$ cat src/rtl/if_fetch_unit.sv
// rtl/if_fetch_unit.sv - instruction-fetch stage: PC, I-cache read handshake, redirects and a 1-entry hold buffer
module if_fetch_unit #(
    parameter logic [31:0] RESET_PC  = 32'h0000_0000,
    parameter logic [31:0] NOP_INSTR = 32'h0000_0013
) (
    input  logic        CLK,
    input  logic        RESET,
    input  logic        STALL,
    input  logic        BRANCH_TAKEN,
    input  logic [31:0] BRANCH_TARGET,
    output logic        IMEM_READ,
    output logic [31:0] IMEM_ADDRESS,
    input  logic [31:0] IMEM_READDATA,
    input  logic        IMEM_BUSYWAIT,
    output logic [31:0] INSTRUCTION_OUT,
    output logic [31:0] PC_PLUS_4_OUT,
    output logic [31:0] PC_DIRECT_OUT,
    output logic        INSTR_VALID,
    output logic        FETCH_BUSYWAIT
);

    typedef enum logic [1:0] {
        S_IDLE    = 2'd0,
        S_FETCH   = 2'd1,
        S_HOLD    = 2'd2,
        S_DISCARD = 2'd3
    } state_t;

    state_t      state, state_nxt;
    logic [31:0] pc, pc_nxt;
    logic [31:0] hold_instr, hold_instr_nxt;
    logic [31:0] disc_addr, disc_addr_nxt;
    logic [31:0] branch_pc;
    logic        fetch_done;

    assign branch_pc  = BRANCH_TARGET & ~32'h0000_0003;
    assign fetch_done = !IMEM_BUSYWAIT;

    always_ff @(posedge CLK or negedge RESET) begin
        if (!RESET) begin
            state      <= S_IDLE;
            pc         <= RESET_PC;
            hold_instr <= NOP_INSTR;
            disc_addr  <= 32'h0;
        end else begin
            state      <= state_nxt;
            pc         <= pc_nxt;
            hold_instr <= hold_instr_nxt;
            disc_addr  <= disc_addr_nxt;
        end
    end

    always_comb begin
        state_nxt       = state;
        pc_nxt          = pc;
        hold_instr_nxt  = hold_instr;
        disc_addr_nxt   = disc_addr;
        IMEM_READ       = 1'b0;
        IMEM_ADDRESS    = pc;
        INSTR_VALID     = 1'b0;
        INSTRUCTION_OUT = NOP_INSTR;

        case (state)
            S_IDLE: begin
                state_nxt = S_FETCH;
            end

            S_FETCH: begin
                IMEM_READ = 1'b1;
                if (BRANCH_TAKEN) begin
                    pc_nxt = branch_pc;
                    // an in-flight miss must run to completion on its original address
                    if (IMEM_BUSYWAIT) begin
                        disc_addr_nxt = pc;
                        state_nxt     = S_DISCARD;
                    end
                end else if (fetch_done) begin
                    INSTR_VALID     = 1'b1;
                    INSTRUCTION_OUT = IMEM_READDATA;
                    if (STALL) begin
                        hold_instr_nxt = IMEM_READDATA;
                        state_nxt      = S_HOLD;
                    end else begin
                        pc_nxt = pc + 32'd4;
                    end
                end
            end

            S_HOLD: begin
                INSTR_VALID     = !BRANCH_TAKEN;
                INSTRUCTION_OUT = BRANCH_TAKEN ? NOP_INSTR : hold_instr;
                if (BRANCH_TAKEN) begin
                    pc_nxt         = branch_pc;
                    hold_instr_nxt = NOP_INSTR;
                    state_nxt      = S_FETCH;
                end else if (!STALL) begin
                    pc_nxt    = pc + 32'd4;
                    state_nxt = S_FETCH;
                end
            end

            S_DISCARD: begin
                IMEM_READ    = 1'b1;
                IMEM_ADDRESS = disc_addr;
                if (BRANCH_TAKEN)
                    pc_nxt = branch_pc;
                if (fetch_done)
                    state_nxt = S_FETCH;
            end

            default: begin
                state_nxt = S_FETCH;
            end
        endcase
    end

    assign PC_DIRECT_OUT  = pc;
    assign PC_PLUS_4_OUT  = pc + 32'd4;
    assign FETCH_BUSYWAIT = !(INSTR_VALID && !STALL && !BRANCH_TAKEN);

endmodule
$ cat config.mk
export PLATFORM = sky130hd
export DESIGN_NAME = if_fetch_unit
export DESIGN_NICKNAME = d
export VERILOG_FILES = /design/src/rtl/if_fetch_unit.sv
export SDC_FILE = /design/constraint.sdc
export NUM_CORES = 1
export LEC_CHECK = 0
export CAP_MARGIN = 20
export CORE_ASPECT_RATIO = 0.8
export CORE_MARGIN = 3
export CORE_UTILIZATION = 40
export CTS_CLUSTER_SIZE = 25
export DETAILED_ROUTE_END_ITERATION = 8
export DONT_BUFFER_PORTS = 1
export GPL_ROUTABILITY_DRIVEN = 1
export PLACE_DENSITY_LB_ADDON = 0.15
export REMOVE_ABC_BUFFERS = 1
export SKIP_CTS_REPAIR_TIMING = 1
export SLEW_MARGIN = 20
export SYNTH_ARGS = -nofsm -noshare
export SYNTH_HDL_FRONTEND = slang
export SYNTH_SLANG_ARGS = --single-unit
$ cat constraint.sdc
create_clock -name CLK -period 2 [get_ports CLK]
set_input_delay 0.2 -clock CLK [delete_from_list [all_inputs] [get_ports CLK]]
set_output_delay 0.2 -clock CLK [all_outputs]
set_load 0.02 [all_outputs]
; Yosys cells after proc, flatten, opt, wreduce, memory -nomap -nowiden
; Cells that the tools add are included.
; Widths: inputs -> output; s select.
[totals]
mem_bits_ro = 0
latch_bits = 0
memories = 0
input_bits = 69
register_bits = 98
ramBits = 0
wordCells = 57
output_inout_bits = 131
[op_classes]
eq_ne = 12
n_mux = 27
shift = 0
bitwise_logic = 0
n_reduce_logical = 13
n_addsub = 1
multipliers = 0
n_lt_le_gt_ge = 0
div = 0
[ops]
columns = cell, n
row1 = $mux 32, 12
row2 = $pmux 32 s2, 2
row3 = $pmux 32 s3, 1
row4 = $add 32x3->32 const B, 1
row5 = $mux 2, 7
row6 = $ne 3x3->1 const B, 4
row7 = $ne 2x2->1 const B, 5
row8 = $pmux 2 s4, 1
row9 = $reduce_and 3->1, 2
row10 = $reduce_and 5->1, 1
row11 = $eq 2x2->1 const B, 2
row12 = $reduce_and 4->1, 1
row13 = $logic_not 1->1, 3
row14 = $mux 1, 3
row15 = $reduce_bool 3->1, 1
row16 = $eq 2x1->1 const B, 1
row17 = $logic_and 1x1->1, 2
row18 = $logic_not 2->1, 1
row19 = $pmux 1 s2, 1
row20 = $reduce_bool 2->1, 1
row21 = $reduce_or 2->1, 1

; Longest topological paths before layout
[depth]
word_depth = 6
depth_mapped = 11
depth_no_buf = 7

; Worst setup path after synthesis
; Ideal clock, no wire load.
[synth_timing]
path_type = flip-flop to output port
startpoint = register pc[3], in the netlist PC_DIRECT_OUT[3]
endpoint = output PC_PLUS_4_OUT[28]
required_time_ns = 1.800
path_buffers = 0
arrival_ns = 1.969
path_stages_with_launch = 6
slack_ns = -0.169
path_cell_list = dfrtp_1 ha_1 nand4_1 nor4_4 nand4_1 xnor2_1
[synth_via]
elab_chain_cells = 1
[synth_rtl]
columns = element, line_no
row1 = start: declaration, 30  ; logic [31:0] pc, pc_nxt;
row2 = start signal: assignment, 47  ; pc <= pc_nxt;
row3 = $add 32x3->32, 118  ; assign PC_PLUS_4_OUT = pc + 32'd4;
row4 = end: declaration, 16  ; output logic [31:0] PC_PLUS_4_OUT,
; Every way passes these cells.

; Final worst setup path
[layout_timing]
startpoint = register pc[2], in the netlist PC_DIRECT_OUT[2]
endpoint = output PC_PLUS_4_OUT[20]
; Same word-level chain as after synthesis.

==> results_dict.tcl <==
set metrics [dict create \
    worst_slack_ns -0.295 \
    synth.area.top_cells "dfrtp_1 41%, mux2_2 11%, a22o_1 4.7%" \
    syn_avg_cell_area_um2 10.0 \
    grt_pass1_wl_um 25100 \
    clk_latency_ns 0.36 \
    viasPerCell 5.74 \
    hpwl_um 11200 \
    grt_overflow_total 0 \
    clockRootBuffer "clkbuf_16" \
    cp_max_fo 3 \
    wirelength_um 18000 \
    power.switching_mw 5.90 \
    start_util_pct 42.0 \
    cts.clk_slew.worst_paths_ns 0.07 \
    reg2regPathDepth 7 \
    grt_usage_pct 20.7 \
    clkPwrFrac_pct 14.1 \
    antenna_found_initial 0 \
    ant_nets 0 \
    ys_warn_count 0 \
    syn_area_um2 5560 \
    die_width_um 138 \
    worst_pin_slew_ns 0.620 \
    async_reset_ff_share_pct 100 \
    hold_ws_ns -0.467 \
    rr_endpoint "hold_instr[17]" \
    htreeDepth 3 \
    p_sw_share_pct 44.6 \
    slew_headroom_pct 58.6 \
    ys_ff_latch 94 \
    wl_per_cell_um 20.7 \
    ios 200 \
    yosys.area.top_type "dfrtp_1" \
    period_needed_ns 2.30 \
    slew_violations 0 \
    end_kind "output port" \
    worst-setup-path-type "flop to output port" \
    io_buffers 0 \
    via_count 4987 \
    rsz0062_at_grt "yes" \
    leakagePower_nw 3.23 \
    outcome "finished with violations" \
    place_congestion 0.798 \
    cap_viol_max_count 0 \
    drt_iter0_drc 303 \
    num_rows 37 \
    p_int_mw 7.34 \
    cts_buffers 9 \
    netlist-cell-type-count 52 \
    synth_edf_count 0 \
    fp.dieH_um 111 \
    clock_path_buffers 2 \
    grt_pass1_vias 4622 \
    grt_max_degree 95 \
    dp_slack_ns 0.0485 \
    hold_class "input port to async pin" \
    finalHoldViolations 95 \
    yosysSeqAreaShare_pct 42.4 \
    syn_to_final_growth_pct 39.1 \
    layout-drive-gt1-share_pct 41.1 \
    r2r_setup_slack_ns 0.11 \
    synth_flop_cell "dfrtp_1" \
    fmax_ghz 0.436 \
    synthCells 555 \
    drc 0 \
    cts.sinks 94 \
    cts_tree "yes" \
    antenna_cells 0 \
    violations "hold timing, setup timing" \
    fin_crit_sh_pct 115 \
    pwr_density_cell_nw_per_um2 1710 \
    nets 763 \
    critPathLaunchType "flop" \
    power_frac_seq_pct 26.3 \
    core_um2 13200 \
    dr.pass1.iters 4 \
    setup_violations 51 \
    die-area_um2 15400 \
    synth_top_area_share_pct 41.0 \
    p_comb_share_pct 59.6 \
    reg2reg_from "state[1]" \
    fin_worst_skew_ns 0.00750 \
    cp.required_ns 1.80 \
    peakVddDrop_v 0.000969 \
    fin_setup_tns_ns -5.96 \
    critPathArrivalTime_ns 2.10 \
]
kinds of logic (layout without fill, tap and decap cells):
group           count (synthesis)  after routing  synth area share (%)
compound gates                161            161                  20.3
simple gates                  142            142                  14.7
flops                          94             94                  42.4
buf+inv                        67            201                  5.58
mux                            57             57                  11.5
xor+xnor                       28             28                  4.41
fa+ha+maj                       5              5                  1.13
other cells                     1              6                0.0675
worst max-delay path by stage:
stage | cells after the start | end | slack [ns] | from
4_1_cts | 7 | PC_PLUS_4_OUT[18] | -0.29 | PC_DIRECT_OUT[2]
6_report | 7 | PC_PLUS_4_OUT[20] | -0.30 | PC_DIRECT_OUT[2]
3_5_place_dp | 8 | PC_DIRECT_OUT[26] | 0.05 | state[1]
5_1_grt | 7 | PC_PLUS_4_OUT[20] | -0.41 | PC_DIRECT_OUT[2]
3_3_place_gp | 7 | PC_PLUS_4_OUT[20] | 0.14 | PC_DIRECT_OUT[2]
2_1_floorplan | 4 | PC_DIRECT_OUT[11] | -1.73 | state[0]
metal layers:
| layer | wire, um | share of wire, % | track usage, % | up-vias |
|---|---|---|---|---|
| li1 | - | - | - | 2295 |
| met1 | 7790 | 43 | 27.5 | 2498 |
| met2 | 8500 | 47 | 32.3 | 168 |
| met3 | 1340 | 7.5 | 6.41 | 26 |
| met4 | 326 | 1.8 | 6.19 | 0 |
| met5 | 0 | 0 | 0 | - |
layout by cell type, fill, tap and decap left out, drive strengths merged, types with 5 or more instances in the layout:
master / synthesis / routed
buf: 29 / 141
dfrtp: 91 / 91
mux2: 54 / 54
a22oi: 35 / 35
nand2: 33 / 33
o21ai: 32 / 32
dlygate4sd3: 0 / 31
nor2b: 31 / 31
a22o: 30 / 30
nand3: 25 / 25
xnor2: 24 / 24
a21oi: 22 / 22
nor2: 20 / 20
clkbuf: 30 / 17
a2bb2oi: 11 / 11
nand4: 11 / 11
o22ai: 10 / 10
inv: 8 / 8
o311ai: 7 / 7
conb: 1 / 6
and3: 5 / 5
nor4: 5 / 5
ha: 5 / 5
synth_stat cells (2+ instances only):
master,number
o311ai_1,6
mux2_2,54
nand4_1,10
nand2_1,33
inv_1,7
nor4_4,2
a21oi_1,22
o22ai_1,10
nor4_1,3
and3_1,5
dfrtp_1,91
buf_2,16
mux2i_1,3
nor2b_1,31
nor2_1,18
xor2_1,4
a2bb2oi_1,11
clkbuf_1,29
o21ai_0,31
o22a_1,4
buf_1,3
a22o_1,30
nor2_4,2
xnor2_1,24
or2_2,2
dfstp_2,3
a31oi_1,3
nand3_1,23
o211ai_1,2
a22oi_1,35
and4_1,2
buf_4,10
nand3_4,2
ha_1,5
a32oi_1,2
power groups by stage:
stage | Clock [mW] | Sequential, mW | Combinational (mW)
final | 1.86 | 3.48 | 7.90
after global routing | 1.97 | 3.60 | 8.43
after CTS | 1.89 | 3.41 | 7.24
after detailed placement | 0 | 3.43 | 7.22
after global placement | 0 | 3.39 | 7.10
after floorplan | 0 | 3.98 | 4.25
critical path, cell delays in order (launching register included):
cell and delay, ns:
dfrtp_1 0.37, ha_2 0.19, nand4_1 0.11, buf_4 0.18
nor4_4 0.35, nand4_2 0.22, xnor2_2 0.18, buf_4 0.16
cell type report:
type | instances | area, um^2
Clock buffer | 12 | 267
Clock inverter | 4 | 53.8
Sequential cell | 94 | 2360
Inverter | 8 | 35.0
Timing Repair Buffer | 177 | 1600
Multi-Input combinational cell | 399 | 3200
Fill cell | 1128 | 5510
Tap cell | 175 | 219
metrics by stage:
| step | instances | cell area [um^2] | total power, mW | util, % |
|---|---|---|---|---|
| after floorplan | 501 | 5300 | 8.23 | - |
| after global placement | 797 | 6500 | 10.5 | 49.1 |
| after detailed placement | 797 | 6500 | 10.7 | 49.1 |
| after CTS | 813 | 6820 | 12.5 | 51.5 |
| after global routing | 869 | 7730 | 14.0 | 58.4 |
| final | 869 | 7730 | 13.2 | 58.4 |
state kept, by name, summed over array words and instances, names as in the netlist:
register / flops
PC_DIRECT_OUT: 30
disc_addr: 30
hold_instr: 32
state: 2
Note: power is estimated with default switching activity, not from simulation.
